<file path="config.mk">
export PLATFORM = sky130hd
export DESIGN_NAME = usb_uart_tx_fifo
export DESIGN_NICKNAME = d
export VERILOG_FILES = /design/src/rtl/usb_uart_tx_fifo.sv
export SDC_FILE = /design/constraint.sdc
export NUM_CORES = 1
export LEC_CHECK = 0
export ABC_CLOCK_PERIOD_IN_PS = 3740
export CORE_MARGIN = 8
export CORE_UTILIZATION = 45
export CTS_BUF_LIST = sky130_fd_sc_hd__clkbuf_4 sky130_fd_sc_hd__clkbuf_8
export CTS_CLUSTER_DIAMETER = 200
export DETAILED_ROUTE_END_ITERATION = 10
export PLACE_DENSITY_LB_ADDON = 0.15
export SYNTH_ARGS = -nofsm -noshare
export SYNTH_HDL_FRONTEND = slang
export SYNTH_SLANG_ARGS = --single-unit
</file>
<file path="constraint.sdc">
create_clock -name clk -period 3.74 [get_ports clk]
set_clock_uncertainty 0.1 [all_clocks]
set_input_delay 0.935 -clock clk [delete_from_list [all_inputs] [get_ports clk]]
set_output_delay 0.935 -clock clk [all_outputs]
set_load 0.01 [all_outputs]
</file>
<file path="src/rtl/usb_uart_tx_fifo.sv">
// rtl/usb_uart_tx_fifo.sv - byte FIFO feeding an 8N1 UART transmitter
//
// Ports:
//   clk         system clock
//   reset       synchronous active-low reset
//   in_data     byte from upstream pipeline
//   in_valid    in_data valid
//   cts_n       active-low clear-to-send (only when USB_UART_TX_CTS_EN is defined)
//   in_ready    FIFO can accept a byte this cycle
//   tx          UART serial output, idle high
//   tx_busy     a frame is on the line
//   fifo_level  number of stored bytes, 0..FIFO_DEPTH
//
// Optional macro: USB_UART_TX_CTS_EN adds cts_n flow control at frame boundaries.
`timescale 1ns/1ps
module usb_uart_tx_fifo #(
  parameter int CLKS_PER_BIT = 417,
  parameter int FIFO_DEPTH   = 16,
  localparam int FIFO_AW     = $clog2(FIFO_DEPTH)
) (
  input  logic             clk,
  input  logic             reset,
  input  logic [7:0]       in_data,
  input  logic             in_valid,
`ifdef USB_UART_TX_CTS_EN
  input  logic             cts_n,
`endif
  output logic             in_ready,
  output logic             tx,
  output logic             tx_busy,
  output logic [FIFO_AW:0] fifo_level
);

  localparam int BAUD_W = (CLKS_PER_BIT > 2) ? $clog2(CLKS_PER_BIT) : 1;
  localparam logic [BAUD_W-1:0] BAUD_LAST = BAUD_W'(CLKS_PER_BIT - 1);
  localparam logic [FIFO_AW:0]  FULL      = FIFO_DEPTH[FIFO_AW:0];

  typedef enum logic [1:0] {S_IDLE, S_START, S_DATA, S_STOP} state_t;

  state_t             r_state;
  logic [7:0]         r_mem [FIFO_DEPTH];
  logic [FIFO_AW-1:0] r_wr_ptr;
  logic [FIFO_AW-1:0] r_rd_ptr;
  logic [FIFO_AW:0]   r_count;
  logic [7:0]         r_shift;
  logic [2:0]         r_bit_idx;
  logic [BAUD_W-1:0]  r_baud;
  logic               r_tx;

  logic w_push;
  logic w_pop;
  logic w_cts_ok;
  logic w_baud_done;

`ifdef USB_UART_TX_CTS_EN
  logic r_cts_meta;
  logic r_cts_sync;

  // Two-flop synchroniser; resets to "not clear" so nothing leaves until the far end allows it.
  always_ff @(posedge clk) begin
    if (!reset) begin
      r_cts_meta <= 1'b1;
      r_cts_sync <= 1'b1;
    end else begin
      r_cts_meta <= cts_n;
      r_cts_sync <= r_cts_meta;
    end
  end

  assign w_cts_ok = ~r_cts_sync;
`else
  assign w_cts_ok = 1'b1;
`endif

  // Ready depends only on the registered count, so a pop this cycle frees space next cycle.
  assign in_ready    = (r_count != FULL);
  assign w_push      = in_valid & in_ready;
  assign w_pop       = (r_state == S_IDLE) && (r_count != '0) && w_cts_ok;
  assign w_baud_done = (r_baud == BAUD_LAST);

  assign tx         = r_tx;
  assign tx_busy    = (r_state != S_IDLE);
  assign fifo_level = r_count;

  always_ff @(posedge clk) begin
    if (w_push) begin
      r_mem[r_wr_ptr] <= in_data;
    end
  end

  always_ff @(posedge clk) begin
    if (!reset) begin
      r_wr_ptr <= '0;
      r_rd_ptr <= '0;
      r_count  <= '0;
    end else begin
      if (w_push) r_wr_ptr <= r_wr_ptr + 1'b1;
      if (w_pop)  r_rd_ptr <= r_rd_ptr + 1'b1;
      case ({w_push, w_pop})
        2'b10:   r_count <= r_count + 1'b1;
        2'b01:   r_count <= r_count - 1'b1;
        default: r_count <= r_count;
      endcase
    end
  end

  // Serialiser: tx is loaded on the edge that enters each state or bit.
  always_ff @(posedge clk) begin
    if (!reset) begin
      r_state   <= S_IDLE;
      r_tx      <= 1'b1;
      r_shift   <= '0;
      r_bit_idx <= '0;
      r_baud    <= '0;
    end else begin
      case (r_state)
        S_IDLE: begin
          r_tx <= 1'b1;
          if (w_pop) begin
            r_shift   <= r_mem[r_rd_ptr];
            r_baud    <= '0;
            r_bit_idx <= '0;
            r_tx      <= 1'b0;
            r_state   <= S_START;
          end
        end
        S_START: begin
          if (w_baud_done) begin
            r_baud    <= '0;
            r_bit_idx <= '0;
            r_tx      <= r_shift[0];
            r_state   <= S_DATA;
          end else begin
            r_baud <= r_baud + 1'b1;
          end
        end
        S_DATA: begin
          if (w_baud_done) begin
            r_baud <= '0;
            if (r_bit_idx == 3'd7) begin
              r_tx    <= 1'b1;
              r_state <= S_STOP;
            end else begin
              r_shift   <= r_shift >> 1;
              r_bit_idx <= r_bit_idx + 1'b1;
              r_tx      <= r_shift[1];
            end
          end else begin
            r_baud <= r_baud + 1'b1;
          end
        end
        S_STOP: begin
          if (w_baud_done) begin
            r_baud  <= '0;
            r_state <= S_IDLE;
          end else begin
            r_baud <= r_baud + 1'b1;
          end
        end
        default: r_state <= S_IDLE;
      endcase
    end
  end

endmodule

</file>
# ---- Yosys cells after proc, flatten, opt, wreduce, memory -nomap -nowiden
# Memory sizes are Yosys's and may differ from the RTL's. A register that Yosys moved wholly into a read port is not among the register bits.
# Index checks and enable logic that the tools add are counted.
dict set report word_totals {
  elab_cells 70
  latchBits 0
  ram_bits 128
  inputBits 11
  output_inout_bits 8
  n_memories 1
  reg_bits 36
  romBits 0
}
# memory words word_bits rd rd_ports_with_merged_regs wr line_no
set mem_list {}
lappend mem_list {r_mem 16 8 1 1 1 41} ;# logic [7:0] r_mem [FIFO_DEPTH];
dict set report op_classes {
  bitwise_logic 1
  n_addsub 6
  n_reduce_logical 12
  n_shift 0
  mux 28
  magnitude_cmp 0
  mul 0
  eq_ne 14
  n_div 0
}
# operator count
set op_table {}
lappend op_table {{$mux 8} 3}
lappend op_table {{$mux 9} 2}
lappend op_table {{$pmux 9 s2} 1}
lappend op_table {{$pmux 8 s2} 1}
lappend op_table {{$mux 3} 4}
lappend op_table {{$ne 2x2->1 const B} 6}
lappend op_table {{$mux 2} 5}
lappend op_table {{$pmux 5 s2} 1}
lappend op_table {{$reduce_and 5->1} 2}
lappend op_table {{$add 9x1->9 const B} 1}
lappend op_table {{$eq 9x9->1 const B} 1}
lappend op_table {{$pmux 3 s3} 1}
lappend op_table {{$add 4x1->4 const B} 2}
lappend op_table {{$mux 4} 2}
lappend op_table {{$pmux 2 s4} 1}
lappend op_table {{$eq 2x2->1 const B} 3}
lappend op_table {{$mux 1} 6}
lappend op_table {{$reduce_bool 2->1} 3}
lappend op_table {{$add 5x1->5 const B} 1}
lappend op_table {{$ne 5x5->1 const B} 1}
lappend op_table {{$reduce_bool 5->1} 1}
lappend op_table {{$sub 5x1->5 const B} 1}
lappend op_table {{$eq 2x1->1 const B} 2}
lappend op_table {{$reduce_and 4->1} 1}
lappend op_table {{9 further kinds} 9}

# ---- Longest topological paths before layout
# Gate-level depths: netlist (run 1).
dict set report logic_depth {
  depth_word 4
  ltp_mapped 13
  depth_no_buf 12
}

# ---- Least setup slack after synthesis (run 1)
# Ideal clock, no wire load.
dict set report synth_timing {
  path_kind {input port to flip-flop}
  startpoint {in in_valid}
  endpoint {reg r_count[2] (netlist: fifo_level[2])}
  t_required_ps 3570
  setup_ps 70
  cell_stages 10
  arrival_time_ps 2972
  path_buffers 1
  path_slack_ps 598
  path_cell_list {a21boi_1 -> inv_1 -> ha_1 -> clkbuf_1 -> xor2_1 -> ha_1 -> a21oi_1 -> xor2_1 -> or3_1 -> a21oi_1}
}
dict set report synth_via {
  elab_chain_len 3
  elab_cells_between_ends 5
  cone_classes {eq/ne (2); mux (1); bitwise (1); reduce/logical (1)}
}
# item line_no
set synth_lines {}
lappend synth_lines {{start: declaration} 24} ;# input logic in_valid,
lappend synth_lines {{$and 1x1->1 (*)} 77} ;# assign w_push = in_valid & in_ready;
lappend synth_lines {{$eq 2x1->1 / $eq 2x2->1 (equally long branches)} 99} ;# case ({w_push, w_pop})
lappend synth_lines {{$pmux 5 s2 / $reduce_bool 2->1 (equally long branches)} --}
lappend synth_lines {{end signal: assignment} 100} ;# 2'b10: r_count <= r_count + 1'b1;
lappend synth_lines {{end signal: assignment} 101} ;# 2'b01: r_count <= r_count - 1'b1;
lappend synth_lines {{end signal: assignment} 102} ;# default: r_count <= r_count;
lappend synth_lines {{end: declaration} 44} ;# logic [FIFO_AW:0] r_count;
# Every way passes the cells marked *; elsewhere a longest branch is shown, timed or not.
# A chain may end at the register's enable or synchronous reset.

# ---- Worst setup path in the final report (run 1)
dict set report layout_timing {
  startpoint {reg r_count[2] (netlist: fifo_level[2])}
  endpoint {reg r_count[2] (netlist: fifo_level[2])}
}
dict set report layout_via {
  elab_chain_len 4
  elab_cells_between_ends 10
  cone_classes {add/sub (2); eq/ne (3); mux (1); bitwise (1); reduce/logical (3)}
}
# item line_no
set layout_lines {}
lappend layout_lines {{$ne 5x5->1 / $reduce_bool 5->1 (equally long branches)} {76, 78}}
lappend layout_lines {{$and 1x1->1 / $logic_and 1x1->1 (equally long branches)} {77, 78}}
lappend layout_lines {{$eq 2x1->1 / $eq 2x2->1 (equally long branches)} 99}
lappend layout_lines {{$pmux 5 s2 / $reduce_bool 2->1 (equally long branches)} --}
# Parallel ways exist; a longest one is shown, timed or not.

==> run_results.csv, run 1 <==
group,metric,value,unit
timing,finalSetupViolations,0,
die,start_util,0.459,
routing,vias_per_cell,5.48,
pwr,clkPwrFrac,0.266,
timing,maxSlewViolCount,0,
routing,vias,3767,
cts,clockBufferDepth,2,
finish,drive_gt1_frac,0.186,
routing,firstDrtPassIters,5,
grt,grt_pass1_vias,3900,
yosys,syn_nets,479,
finish,multi_input_area,2120,sq um
timing,tns,0,ns
cts,path_clk_slew,0.09,ns
placed_design,gp_congestion,0.728,
cts,cts_setup_buffers,0,
die,pin_count,19,
worst_setup_path,crit_type,"reg -> reg",
worst_hold_path,hold_path_class,"reg -> reg",
cts,postCtsHoldBufs,0,
timing,rsz0062_at_grt,"false",
finish,fill_cells,1238,
yosys,yosysTopAreaCellShare,0.553,
grt,antenna_found_initial,0,
pwr,internal_power,3.33,mW
run_status,status,"finished, final reports clean",
die,die_x,140,um
yosys,synth_seq_cells,168,
pwr,p_per_area,620,nW/um^2
yosys,synth_cells,451,
die,num_rows,45,
yosys,ys_types,48,
yosys,ys_seq_area_frac,0.669,
yosys,synthMuxAreaShare,0.112,
placed_design,dpl.hpwl,8620,um
yosys,synth_top_family_by_area,"multiplexers",
yosys,syn_area_per_cell,15.4,sq um
finish,final_cell_mix,"edfxtp_1 (128), nor2_1 (40), dfxtp_1 (39)",
yosys,synthAdderAreaFrac,0.0306,
yosys,synth-async-reset-ratio,0,
yosys,synthesis.area,6950,sq um
die,dieArea,19700,sq um
pwr,leakage,2.60,nW
cts,cts_made_buffers,17,
yosys,synth_area_leaders,"edfxtp_1 (55%), dfxtp_1 (12%), mux4_2 (10%), ha_1 (3.1%), nor2_1 (2.2%)",
grt,grt_pass1_wl,21600,um
pwr,total_power,4.84,mW
yosys,synth_compound_area_frac,0.0661,
grt,grt_max_degree,33,
timing,period_minus_slack,3.06,ns
pwr,netSwitchingPower,1.51,mW
pwr,seq_power_share,0.466,
timing,worstMarginPinSlew,0.714,ns
cts,cts_resized,0,
worst_setup_path,cp_data_required_time,4.01,ns
cts,clkSinkCount,168,
timing,max_freq,0.326,GHz
grt,gr-total-overflow,0,
finish,fin_nets,516,
routing,drcViolationCount,0,
finish,regArea,4650,sq um
yosys,synth-edff-count,128,
worst_setup_path,critPathMaxFanout,11,
finish,syn2layout_area_growth,12.3,%
yosys,yosysWarnings,0,
grt,grtUsageTotal,0.145,
worst_setup_path,cp-start-kind,"flip-flop",
die,die_h,140,um
pwr,irDropWorstVdd,0.402,mV
routing,ant_nets,0,
routing,wirelength,13400,um
worst_setup_path,worstSetupEndpointType,"flip-flop",
cts,cts_root_buf,"clkbuf_8",
yosys,synth_top_cell_by_area,"edfxtp_1",
yosys,synth-xor-area-share,0.0227,
yosys,synth-simple-area-share,0.0740,
finish,antennaDiodeCount,0,
routing,wl_per_cell,19.5,um
yosys,synth_ff_type,"edfxtp_1",
cts,clock_latency,0.44,ns
pwr,comb_power_share,0.268,
timing,post-route-period-util,0.819,
worst_setup_path,arrival,3.33,ns
die,core,15100,sq um
finish,mostFrequentLayoutCell,"edfxtp_1",
pwr,swShare,0.311,
routing,initialDrtViolationCount,280,
cts,cts.htree.levels,4,
job,cap_viol_max_count,0,
cts,cts_tree,"done",
placed_design,io_buffer_count,18,
timing,maxSlewHeadroom,0.523,
timing,hold_viol_final,0,
-- metal layers --
metal | vias to the layer above | wire, um | track usage
met3 | 9 | 479 | 0.0323
met2 | 65 | 6550 | 0.236
met4 | 0 | 138 | 0.0446
met1 | 1901 | 6230 | 0.191
li1 | 1792 | - | -
met5 | - | 0 | 0
-- state kept, by name, indices dropped and copies added, names as in the netlist, named ones only --
signal	count
r_shift	8
r_wr_ptr	4
fifo_level	5
r_mem	128
r_bit_idx	3
r_state	2
tx	1
r_baud	9
r_rd_ptr	4
-- through the flow --
step                      hold WS [ns]   util  worst slack (ns)  cells  area [sq um]
after floorplan                  0.337      -             0.598    451          6950
after global placement           0.350  0.489             0.548    657          7410
after detailed placement         0.361  0.489             0.514    657          7410
after CTS                        0.375  0.515             0.643    688          7800
after global routing             0.410  0.515             0.374    688          7800
final                            0.374  0.515             0.676    688          7800
-- worst max-delay path, stage by stage, from the launching register on --
cell	delay [ns]
dfxtp_1	0.41
or4_1	0.56
o21ai_0	0.33
inv_1	0.21
ha_1	0.25
xor2_1	0.14
ha_1	0.19
a21oi_1	0.25
xor2_1	0.12
or3_1	0.31
a21oi_1	0.13
-- final timing paths --
kind,endpoint,from,slack [ns],depth (start not counted)
hold reg to reg,r_shift[7]$_SDFFE_PN0P_,r_shift[7]$_SDFFE_PN0P_,0.37,2
setup reg to reg,fifo_level[2]$_SDFFE_PN0P_,fifo_level[2]$_SDFFE_PN0P_,0.68,10
hold / removal,r_shift[7]$_SDFFE_PN0P_,r_shift[7]$_SDFFE_PN0P_,0.37,2
setup / recovery,fifo_level[2]$_SDFFE_PN0P_,fifo_level[2]$_SDFFE_PN0P_,0.68,10
-- cell families (layout without fill, tap and decap cells) --
logic type	after synthesis	in the layout
xor+xnor	18	18
flops	168	168
buf+inv	34	83
fa+ha+maj	17	17
mux	38	38
simple gates	105	105
compound gates	71	71
-- final cells by class --
cell class	count	area share
multi-input combinational	249	0.272
sequential	168	0.595
clock inverter	14	0.0205
inverter	12	0.00577
tap	188	0.0301
timing repair buffer	40	0.0459
clock buffer	17	0.0300
-- power by group through the flow --
stage / registers (mW) / clock network [mW] / logic, mW
2_1_floorplan: 2.25 / 0 / 1.05
3_3_place_gp: 2.29 / 0 / 1.29
3_5_place_dp: 2.30 / 0 / 1.31
4_1_cts: 2.26 / 1.32 / 1.32
5_1_grt: 2.28 / 1.39 / 1.44
6_report: 2.25 / 1.29 / 1.30
-- synth_stat cells (2+ instances only) --
| master | number |
|---|---|
| buf_6 | 3 |
| inv_1 | 12 |
| nand3_1 | 6 |
| a31oi_1 | 2 |
| and3_1 | 2 |
| o21ai_1 | 3 |
| or3_1 | 2 |
| mux4_2 | 32 |
| o21ai_0 | 13 |
| xnor2_1 | 3 |
| a21oi_1 | 26 |
| dfxtp_1 | 40 |
| nor3_1 | 6 |
| ha_1 | 17 |
| xor2_1 | 15 |
| nand2_1 | 23 |
| edfxtp_1 | 128 |
| nor2b_1 | 3 |
| buf_2 | 4 |
| o21ai_4 | 2 |
| mux2i_1 | 6 |
| clkbuf_1 | 11 |
| nand2b_1 | 4 |
| nor2_1 | 40 |
| nand4_1 | 9 |
| a22oi_1 | 17 |
Power figures use the tool's default switching activity.
==> run 2, diff against run 1 <==
--- a/config.mk
+++ b/config.mk
@@ -5,7 +5,7 @@
 export SDC_FILE = /design/constraint.sdc
 export NUM_CORES = 1
 export LEC_CHECK = 0
-export ABC_CLOCK_PERIOD_IN_PS = 3740
+export ABC_CLOCK_PERIOD_IN_PS = 3100
 export CORE_MARGIN = 8
 export CORE_UTILIZATION = 45
 export CTS_BUF_LIST = sky130_fd_sc_hd__clkbuf_4 sky130_fd_sc_hd__clkbuf_8
==> constraint.sdc (replaced) <==
create_clock -name clk -period 3.1 [get_ports clk]
set_clock_uncertainty 0.1 [all_clocks]
set_input_delay 0.775 -clock clk [delete_from_list [all_inputs] [get_ports clk]]
set_output_delay 0.775 -clock clk [all_outputs]
set_load 0.01 [all_outputs]
==> run_results.csv, run 2 (synthesized netlist as in run 1, its figures left out) <==
group,metric,value,unit
grt,grt_max_degree,33,
die,die_x,140,um
routing,wirelength,13200,um
finish,largest_reg_flops,128,
worst_setup_path,cp-start-kind,"flip-flop",
cts,clock_latency,0.45,ns
finish,mostFrequentLayoutCell,"edfxtp_1",
worst_setup_path,crit-reg2reg-launch,"fifo_level[1]$_SDFFE_PN0P_",
pwr,irDropWorstVdd,0.419,mV
finish,final_cell_mix,"edfxtp_1 (128), nor2_1 (40), dfxtp_1 (39)",
cts,clkSinkCount,168,
timing,period_minus_slack,2.87,ns
finish,fin_nets,518,
die,die_h,140,um
die,core,15100,sq um
die,dieArea,19700,sq um
timing,post-route-period-util,0.924,
routing,vias,3757,
worst_setup_path,worstSetupEndpointType,"flip-flop",
timing,tns,0,ns
grt,antenna_found_initial,0,
grt,grt_pass1_wl,20900,um
routing,vias_per_cell,5.44,
routing,firstDrtPassIters,4,
cts,clockBufferDepth,2,
routing,drcViolationCount,0,
cts,cts_tree,"done",
finish,top_regs,"r_mem (128), r_baud (9), r_shift (8)",
pwr,total_power,5.74,mW
worst_hold_path,worstHoldPathCells,2,
placed_design,dpl.hpwl,8480,um
job,cap_viol_max_count,0,
worst_setup_path,critPathMaxFanout,8,
timing,maxSlewViolCount,0,
placed_design,gp_congestion,0.804,
die,num_rows,45,
grt,grtUsageTotal,0.142,
finish,finish.utilization,0.514,
timing,maxSlewHeadroom,0.521,
routing,ant_nets,0,
worst_hold_path,min_from,"r_shift[7]$_SDFFE_PN0P_",
placed_design,io_buffer_count,18,
worst_setup_path,crit_type,"reg -> reg",
worst_hold_path,min_to,"r_shift[7]$_SDFFE_PN0P_",
finish,largest-register,"r_mem",
timing,hold_viol_final,0,
finish,syn2layout_area_growth,12.2,%
pwr,p_per_area,736,nW/um^2
finish,drive_gt1_frac,0.189,
worst_setup_path,arrival,3.14,ns
die,start_util,0.459,
worst_hold_path,hold_path_class,"reg -> reg",
timing,worstMarginPinSlew,0.718,ns
cts,cts_made_buffers,17,
routing,initialDrtViolationCount,226,
timing,max_freq,0.349,GHz
pwr,leakage,2.59,nW
run_status,status,"finished, final reports clean",
routing,wl_per_cell,19.1,um
grt,gr-total-overflow,0,
cts,cts.htree.levels,4,
worst_setup_path,r2r_end,"fifo_level[2]$_SDFFE_PN0P_",
die,pin_count,19,
cts,cts_root_buf,"clkbuf_8",
finish,antennaDiodeCount,0,
cts,path_clk_slew,0.10,ns
grt,grt_pass1_vias,3747,
worst_setup_path,reg2reg_depth,10,
timing,finalSetupViolations,0,
timing,holdWs,0.374,ns
timing,rsz0062_at_grt,"false",
worst_setup_path,ff2ff_setup_slack,0.23,ns
worst_setup_path,cp_data_required_time,3.37,ns
-- run 2: cell count changes in the layout (fill, tap and decap cells not counted) --
cell        before  now
inv_8            1    3
clkinvlp_4       3    5
inv_6            6    4
o21ai_1          3    4
bufinv_16        2    0
clkinv_2         1    0
o21ai_0         13   12
clkinv_8         0    1
clkinv_1         0    1
buf_4           21   23
-- run 2: worst max-delay path by stage --
stage | cells past startpoint | to | start
2_1_floorplan | 12 | fifo_level[2]$_SDFFE_PN0P_ | fifo_level[2]$_SDFFE_PN0P_
3_3_place_gp | 10 | fifo_level[2]$_SDFFE_PN0P_ | in_valid
3_5_place_dp | 10 | fifo_level[2]$_SDFFE_PN0P_ | in_valid
4_1_cts | 10 | fifo_level[2]$_SDFFE_PN0P_ | fifo_level[1]$_SDFFE_PN0P_
5_1_grt | 10 | fifo_level[2]$_SDFFE_PN0P_ | fifo_level[1]$_SDFFE_PN0P_
6_report | 10 | fifo_level[2]$_SDFFE_PN0P_ | fifo_level[1]$_SDFFE_PN0P_
-- run 2: final cells by class --
class / instances / area [sq um]
tap: 188 / 235
clock inverter: 15 / 135
fill: 1265 / 7350
clock buffer: 17 / 234
timing repair buffer: 42 / 373
sequential: 168 / 4650
multi-input combinational: 249 / 2120
inverter: 12 / 45.0
-- run 2: layer usage --
layer  vias up  part of all wire  wire length, um  GRT usage
li1       1805                 -                -          -
met1      1882              0.46             6130      0.185
met2        62              0.48             6370      0.227
met3         8             0.044              577     0.0384
met4         0            0.0084              111     0.0429
met5         -                 0                0          0
-- run 2: per-stage QoR --
step | instances | cell area (sq um) | setup WS [ns]
floorplan | 451 | 6950 | 0.111
global placement | 659 | 7420 | 0.0769
finish | 691 | 7790 | 0.235
detailed placement | 659 | 7420 | 0.0169
global route | 691 | 7790 | 0.00506
CTS | 691 | 7790 | 0.158
-- run 2: report_power, final --
group	internal, mW	switching (mW)	leakage, nW	total, mW
logic	0.737	0.888	0.936	1.63
clock network	0.583	0.854	0.172	1.44
registers	2.57	0.104	1.48	2.67
-- run 2: critical path: stages, from the launching register on --
cell     delay (ns)
dfxtp_1        0.39
or4_1          0.58
o21ai_1        0.19
inv_1          0.15
ha_1           0.23
xor2_1         0.14
ha_1           0.18
a21oi_1        0.25
xor2_1         0.11
or3_1          0.31
a21oi_1        0.14
-- run 2: timing repair --
item / CTS / global route
hold buffers: 0 / 0
endpoints found under the setup margin: 0 / 2
setup buffers: 0 / 0
gates resized for setup: 0 / 1
==> run 3, diff against run 2 <==
--- a/config.mk
+++ b/config.mk
@@ -10,6 +10,7 @@
 export CORE_UTILIZATION = 45
 export CTS_BUF_LIST = sky130_fd_sc_hd__clkbuf_4 sky130_fd_sc_hd__clkbuf_8
 export CTS_CLUSTER_DIAMETER = 200
+export CTS_CLUSTER_SIZE = 28
 export DETAILED_ROUTE_END_ITERATION = 10
 export PLACE_DENSITY_LB_ADDON = 0.15
 export SYNTH_ARGS = -nofsm -noshare
==> results of run 3 <==
The final DEF is identical to that of run 2; final timing and power are the same.
